$ cat config.mk
export PLATFORM = sky130hd
export DESIGN_NAME = load_store_unit
export DESIGN_NICKNAME = d
export VERILOG_FILES = /design/src/rtl/lsu_pkg.sv /design/src/rtl/lsu_lane_align.sv /design/src/rtl/load_store_unit.sv
export SDC_FILE = /design/constraint.sdc
export NUM_CORES = 1
export LEC_CHECK = 0
export ABC_AREA = 0
export ABC_CLOCK_PERIOD_IN_PS = 8160
export CAP_MARGIN = 20
export CORE_MARGIN = 2
export CORE_UTILIZATION = 53
export CTS_CLUSTER_DIAMETER = 40
export DETAILED_ROUTE_END_ITERATION = 12
export PLACE_DENSITY = 0.95
export SYNTH_ARGS = -nofsm -noshare
export SYNTH_HDL_FRONTEND = slang
export SYNTH_HIERARCHICAL = 1
export SYNTH_SLANG_ARGS = --single-unit
$ cat constraint.sdc
create_clock -name clk -period 8.16 [get_ports clk]
set_input_delay 1.224 -clock clk [delete_from_list [all_inputs] [get_ports clk]]
set_output_delay 1.224 -clock clk [all_outputs]
set_load 0.005 [all_outputs]
$ cat src/rtl/lsu_pkg.sv
// Shared definitions for the load/store unit.
//   - Operation codes: bit 3 = is_store, bit 2 = unsigned load, bits 1:0 = size.
//   - FSM state encoding.
//   - Default data-memory word-address width.
//   - Decode helpers for legality and alignment checks.
package lsu_pkg;

  localparam int LSU_ADDR_W = 10;

  localparam logic [3:0] OP_LB  = 4'b0000;
  localparam logic [3:0] OP_LH  = 4'b0001;
  localparam logic [3:0] OP_LW  = 4'b0010;
  localparam logic [3:0] OP_LBU = 4'b0100;
  localparam logic [3:0] OP_LHU = 4'b0101;
  localparam logic [3:0] OP_SB  = 4'b1000;
  localparam logic [3:0] OP_SH  = 4'b1001;
  localparam logic [3:0] OP_SW  = 4'b1010;

  localparam logic [1:0] SZ_BYTE = 2'b00;
  localparam logic [1:0] SZ_HALF = 2'b01;
  localparam logic [1:0] SZ_WORD = 2'b10;

  typedef enum logic [1:0] {
    ST_IDLE = 2'b00,
    ST_RD   = 2'b01,
    ST_WR   = 2'b10,
    ST_RESP = 2'b11
  } lsu_state_e;

  function automatic logic op_legal(input logic [3:0] op);
    case (op)
      OP_LB, OP_LH, OP_LW, OP_LBU, OP_LHU, OP_SB, OP_SH, OP_SW: return 1'b1;
      default: return 1'b0;
    endcase
  endfunction

  function automatic logic addr_misaligned(input logic [1:0] size, input logic [1:0] off);
    return ((size == SZ_HALF) && off[0]) || ((size == SZ_WORD) && (off != 2'b00));
  endfunction

endpackage

$ cat src/rtl/lsu_lane_align.sv
// Combinational byte-lane logic for the load/store unit.
// Ports:
//   i_size     - access size (byte/half/word)
//   i_unsigned - zero-extend loads instead of sign-extend
//   i_off      - byte offset within the word (addr[1:0])
//   i_rword    - word read from memory
//   i_wdata    - right-aligned store data
//   o_ldata    - extracted and extended load result
//   o_wword    - i_rword with the store lane replaced (read-modify-write word)
module lsu_lane_align
  import lsu_pkg::*;
(
  input  logic [1:0]  i_size,
  input  logic        i_unsigned,
  input  logic [1:0]  i_off,
  input  logic [31:0] i_rword,
  input  logic [31:0] i_wdata,
  output logic [31:0] o_ldata,
  output logic [31:0] o_wword
);

  logic [7:0]  w_byte;
  logic [15:0] w_half;

  always_comb begin
    w_byte  = i_rword[{i_off, 3'b000} +: 8];
    w_half  = i_off[1] ? i_rword[31:16] : i_rword[15:0];
    o_ldata = i_rword;
    o_wword = i_wdata;
    case (i_size)
      SZ_BYTE: begin
        o_ldata = i_unsigned ? {24'h0, w_byte} : {{24{w_byte[7]}}, w_byte};
        o_wword = i_rword;
        o_wword[{i_off, 3'b000} +: 8] = i_wdata[7:0];
      end
      SZ_HALF: begin
        o_ldata = i_unsigned ? {16'h0, w_half} : {{16{w_half[15]}}, w_half};
        o_wword = i_rword;
        o_wword[{i_off[1], 4'b0000} +: 16] = i_wdata[15:0];
      end
      default: ;
    endcase
  end

endmodule

$ cat src/rtl/load_store_unit.sv
// Load/store unit: accepts one CPU request at a time, performs the memory
// access (read, write, or read-modify-write for sub-word stores) and returns
// a single-cycle response.
// Ports:
//   clk, rst_n                - clock, asynchronous active-low reset
//   req_valid/req_ready       - request handshake (ready only when idle)
//   req_op/req_addr/req_wdata - operation, byte address, right-aligned store data
//   resp_valid/rdata/err      - one-cycle completion with load data or error
//   mem_re/mem_we             - memory strobes, held until mem_ack
//   mem_addr/mem_wdata        - word address and full write word
//   mem_rdata/mem_ack         - memory read data and completion
module load_store_unit
  import lsu_pkg::*;
#(
  parameter int ADDR_W = LSU_ADDR_W
) (
  input  logic              clk,
  input  logic              rst_n,
  input  logic              req_valid,
  output logic              req_ready,
  input  logic [3:0]        req_op,
  input  logic [31:0]       req_addr,
  input  logic [31:0]       req_wdata,
  output logic              resp_valid,
  output logic [31:0]       resp_rdata,
  output logic              resp_err,
  output logic              mem_re,
  output logic              mem_we,
  output logic [ADDR_W-1:0] mem_addr,
  output logic [31:0]       mem_wdata,
  input  logic [31:0]       mem_rdata,
  input  logic              mem_ack
);

  lsu_state_e        r_state;
  logic [3:0]        r_op;
  logic [1:0]        r_off;
  logic [31:0]       r_wdata;
  logic              r_mem_re;
  logic              r_mem_we;
  logic [ADDR_W-1:0] r_mem_addr;
  logic [31:0]       r_mem_wdata;
  logic              r_resp_valid;
  logic              r_resp_err;
  logic [31:0]       r_resp_rdata;

  logic              w_bad_req;
  logic [31:0]       w_ldata;
  logic [31:0]       w_wword;
  logic              w_unused_addr_hi;

  // Address bits above the memory's word range are deliberately dropped.
  assign w_unused_addr_hi = ^req_addr[31:ADDR_W+2];

  assign w_bad_req = !op_legal(req_op) || addr_misaligned(req_op[1:0], req_addr[1:0]);

  // Lane logic works on the latched request and the live memory read word,
  // so its outputs are valid in RD at the edge mem_ack is seen.
  lsu_lane_align u_align (
    .i_size     (r_op[1:0]),
    .i_unsigned (r_op[2]),
    .i_off      (r_off),
    .i_rword    (mem_rdata),
    .i_wdata    (r_wdata),
    .o_ldata    (w_ldata),
    .o_wword    (w_wword)
  );

  always_ff @(posedge clk or negedge rst_n) begin
    if (!rst_n) begin
      r_state      <= ST_IDLE;
      r_op         <= '0;
      r_off        <= '0;
      r_wdata      <= '0;
      r_mem_re     <= 1'b0;
      r_mem_we     <= 1'b0;
      r_mem_addr   <= '0;
      r_mem_wdata  <= '0;
      r_resp_valid <= 1'b0;
      r_resp_err   <= 1'b0;
      r_resp_rdata <= '0;
    end else begin
      case (r_state)
        ST_IDLE: begin
          if (req_valid) begin
            r_op       <= req_op;
            r_off      <= req_addr[1:0];
            r_wdata    <= req_wdata;
            r_mem_addr <= req_addr[ADDR_W+1:2];
            if (w_bad_req) begin
              r_resp_valid <= 1'b1;
              r_resp_err   <= 1'b1;
              r_resp_rdata <= '0;
              r_state      <= ST_RESP;
            end else if (req_op == OP_SW) begin
              // Full-word store needs no read; write straight away.
              r_mem_we    <= 1'b1;
              r_mem_wdata <= req_wdata;
              r_state     <= ST_WR;
            end else begin
              // Loads and sub-word stores both start with a read.
              r_mem_re <= 1'b1;
              r_state  <= ST_RD;
            end
          end
        end
        ST_RD: begin
          if (mem_ack) begin
            r_mem_re <= 1'b0;
            if (r_op[3]) begin
              r_mem_we    <= 1'b1;
              r_mem_wdata <= w_wword;
              r_state     <= ST_WR;
            end else begin
              r_resp_valid <= 1'b1;
              r_resp_rdata <= w_ldata;
              r_state      <= ST_RESP;
            end
          end
        end
        ST_WR: begin
          if (mem_ack) begin
            r_mem_we     <= 1'b0;
            r_resp_valid <= 1'b1;
            r_resp_rdata <= '0;
            r_state      <= ST_RESP;
          end
        end
        ST_RESP: begin
          r_resp_valid <= 1'b0;
          r_resp_err   <= 1'b0;
          r_resp_rdata <= '0;
          r_state      <= ST_IDLE;
        end
        default: r_state <= ST_IDLE;
      endcase
    end
  end

  assign req_ready  = (r_state == ST_IDLE);
  assign resp_valid = r_resp_valid;
  assign resp_rdata = r_resp_rdata;
  assign resp_err   = r_resp_err;
  assign mem_re     = r_mem_re;
  assign mem_we     = r_mem_we;
  assign mem_addr   = r_mem_addr;
  assign mem_wdata  = r_mem_wdata;

endmodule
==> flow_metrics.env <==
export IMPL_cts_tree="done"
export IMPL_p_switching_mw=1.41
export IMPL_hp_start="mem_wdata[29]"
export IMPL_cts_reportedPaths_clkPinSlew_ps=50
export IMPL_route_detailed_drc=0
export IMPL_yosysUniqueCellTypes=59
export IMPL_reg2reg_depth=7
export IMPL_switching_share_pct=38.0
export IMPL_yosysWarnings=6
export IMPL_clk_latency_ps=410
export IMPL_fin_crit_sh_pct=40.0
export IMPL_nNetsFinal=842
export IMPL_p_seq_share_pct=29.5
export IMPL_drt_wl_total_microns=20800
export IMPL_filler_cell_count=882
export IMPL_ys_async_sr_fraction_pct=100
export IMPL_grt_usage_pct=31.2
export IMPL_htreeDepth=4
export IMPL_netlist_instances=583
export IMPL_grt_pass1_vias=5749
export IMPL_r2r_start="r_off[0]"
export IMPL_r2r_end="mem_wdata[22]"
export IMPL_synth_flop_cell="dfrtp_1"
export IMPL_final_util_pct=71.2
export IMPL_wl_per_cell_microns=22.9
export IMPL_finalSetupViolations=0
export IMPL_synth_edf_count=0
export IMPL_hold_path_depth=1
export IMPL_peakVddDrop_mv=0.269
export IMPL_cp_max_fo=10
export IMPL_crit_required_ps=6940
export IMPL_critPathKind="flip-flop to primary output"
export IMPL_maxCapViolations=0
export IMPL_synth_seq_area_share_pct=43.5
export IMPL_slowest_delay_ps=590
export IMPL_area_growth_pct=31.8
export IMPL_clock_path_buffers=2
export IMPL_multiInputGateArea_sq_um=3520
export IMPL_synthesis_nets=698
export IMPL_start_util_pct=54.0
export IMPL_ys_ff_latch=118
export IMPL_post_cts_resize_count=0
export IMPL_synth_avg_cell_area_sq_um=11.6
export IMPL_critPathLaunchType="flip-flop"
export IMPL_drive_gt1_share_pct=20.9
export IMPL_power_density_nw_per_um2=416
export IMPL_intPower_mw=2.31
export IMPL_via_per_inst=6.27
export IMPL_grt_pass1_wl_microns=31800
export IMPL_antenna_found_initial=0
export IMPL_post_route_min_period_ps=3270
export IMPL_netlist_area_sq_um=6780
export IMPL_fin_area_sq_um=8940
export IMPL_num_vias=5697
export IMPL_io_buffers=162
export IMPL_p_comb_share_pct=52.8
export IMPL_grt_overflow_total=0
export IMPL_diodes=0
export IMPL_drt_iter0_drc=502
export IMPL_final_hold_viol_count=0
export IMPL_finalClockSkew_ps=5.85
export IMPL_postCtsSetupRepairBufs=0
export IMPL_p_clk_share_pct=17.6
export IMPL_slew_viol_final=0
export IMPL_grt_max_degree=75
export IMPL_antenna_left=0
export IMPL_tightest_slew_ps=1020
export IMPL_crit_chain="inv_1 -> ha_1 -> clkdlybuf4s50_1"
export IMPL_place_area_sq_um=8410
export IMPL_cts_sinks=118
export IMPL_rsz0062_at_grt="false"
export IMPL_critical_path_startpoint="r_state[0]"
export IMPL_hpwl_microns=14900
export IMPL_root_buffer="clkbuf_16"
export IMPL_p_leak_nw=3.75
export IMPL_core_area_sq_um=12600
export IMPL_cp_endpoint="req_ready"
export IMPL_io_pins=183
export IMPL_fmax_mhz=306
export IMPL_status="finished clean"
export IMPL_slew_headroom_pct=30.3
export IMPL_detail_route_first_pass_iterations=5
export IMPL_critPathSlowestCell="clkdlybuf4s50_1"
export IMPL_die_h_microns=117
export IMPL_hold_class="flip-flop to flip-flop"
export IMPL_critPathArrivalTime_ps=2040
export IMPL_die_area_sq_um=13700
export IMPL_rows=41
export IMPL_register_area_sq_um=2950
export IMPL_reg2reg_slack_ps=5300
export IMPL_place_congestion=0.944
export IMPL_cts_hold_buf=0
export IMPL_finalSetupTns_ps=0
export IMPL_crit_path_end_kind="primary output"
export IMPL_cts_buffers=17
export IMPL_fp_dieW_microns=117
[final cells by class]
type                       count  share of cell area, %
clock inverter                 5                  0.280
inverter                      11                  0.462
sequential                   118                   33.0
clock buffer                  24                   5.50
multi-input combinational    408                   39.3
tap                          172                   2.41
timing repair buffer         171                   19.0
[layout by cell type (no fill, tap or decap), types with 4 or more instances in the layout]
cell type / instances
clkdlybuf4s50_1: 161
buf_4: 9
clkinv_2: 5
o21ai_0: 39
nor2_1: 8
clkbuf_16: 17
clkbuf_8: 4
mux2_1: 35
a32o_1: 6
a21oi_1: 4
inv_1: 9
o211ai_1: 8
nand2_1: 31
nand4_1: 11
and3b_1: 4
ha_1: 11
and4_1: 5
a22o_1: 23
nor4_1: 7
nand2b_1: 5
nand3_1: 10
mux2i_1: 18
dfrtp_1: 117
nor3_1: 6
a221o_1: 28
a22o_2: 18
mux2_2: 85
[power groups by stage]
stage | clock network, mW | logic (mW) | registers [mW]
after floorplan | 0 | 1.26 | 1.05
after CTS | 0.662 | 1.95 | 1.09
final | 0.656 | 1.96 | 1.10
after detailed placement | 0 | 1.92 | 1.10
after global routing | 0.692 | 2.12 | 1.13
after global placement | 0 | 1.86 | 1.08
[critical path: cells and delay by family (launching register included)]
kind,cells,cell delay [ps]
adder cells (fa/ha/maj),1,450
buffers and inverters,2,750
flip-flops,1,430
[sequential cells by signal (all words and copies together), names as in the netlist, 2 cells and up]
signal      count
r_off           2
mem_wdata      32
r_op            4
r_state         2
resp_rdata     32
mem_addr       10
r_wdata        32
[stage by stage]
step                worst slack (ps)  hold WS, ps  total power [mW]  instances
floorplan                       5570          480              2.30        583
global placement                4770          467              2.93        879
detailed placement              4710          479              3.02        879
CTS                             4900          494              3.71        908
global route                    4830          509              3.94        909
finish                          4890          484              3.72        909
[how the worst min path moves through the flow]
stage	end	slack [ps]
after global placement	mem_wdata[18]	470
after global routing	mem_wdata[14]	510
after floorplan	r_wdata[25]	480
final	mem_wdata[29]	480
after detailed placement	mem_wdata[29]	480
after CTS	mem_wdata[29]	490
[layer usage]
metal,routed length (microns),up-vias,share of wire [%],GRT usage (%)
met3,1620,57,7.8,8.14
met4,767,0,3.7,14.2
met1,8660,2807,42,40.7
met5,0,-,0,0
li1,-,2533,-,-
met2,9750,300,47,49.1
[cell families after synthesis]
group	synth area share, %
and+or+nand+nor	8.83
adders and majority gates	2.03
DFF	43.5
buffers and inverters	4.67
AOI/OAI and AO/OA	18.0
muxes	22.9
[synthesized netlist by cell type (2+ instances only)]
cell type | count | area, sq um
mux2i_1 | 18 | 180
a221o_1 | 28 | 280
buf_6 | 10 | 113
inv_2 | 2 | 7.51
a21oi_1 | 4 | 20.0
a31oi_1 | 3 | 18.8
o21ai_1 | 2 | 10.0
dfrtp_1 | 118 | 2950
nand4_1 | 11 | 68.8
nor2b_1 | 3 | 18.8
a221o_2 | 2 | 22.5
o211ai_1 | 8 | 60.1
ha_1 | 11 | 138
buf_4 | 2 | 15.0
and3b_1 | 4 | 35.0
buf_2 | 16 | 80.1
nand3_1 | 10 | 50.1
nand2_1 | 32 | 120
nand2b_1 | 5 | 31.3
a211o_1 | 3 | 26.3
a22o_1 | 23 | 201
nor2_1 | 8 | 30.0
clkbuf_1 | 15 | 56.3
mux2_1 | 35 | 394
o22ai_1 | 3 | 18.8
and3_1 | 2 | 12.5
nor3_1 | 6 | 30.0
a22o_2 | 18 | 180
inv_1 | 9 | 33.8
mux2_2 | 85 | 957
and4_1 | 5 | 43.8
a211oi_1 | 2 | 15.0
o21ai_0 | 39 | 195
buf_1 | 3 | 11.3
and2_1 | 3 | 18.8
a32o_1 | 6 | 60.1
nor4_1 | 7 | 43.8
(Power assumes the default switching activity.)
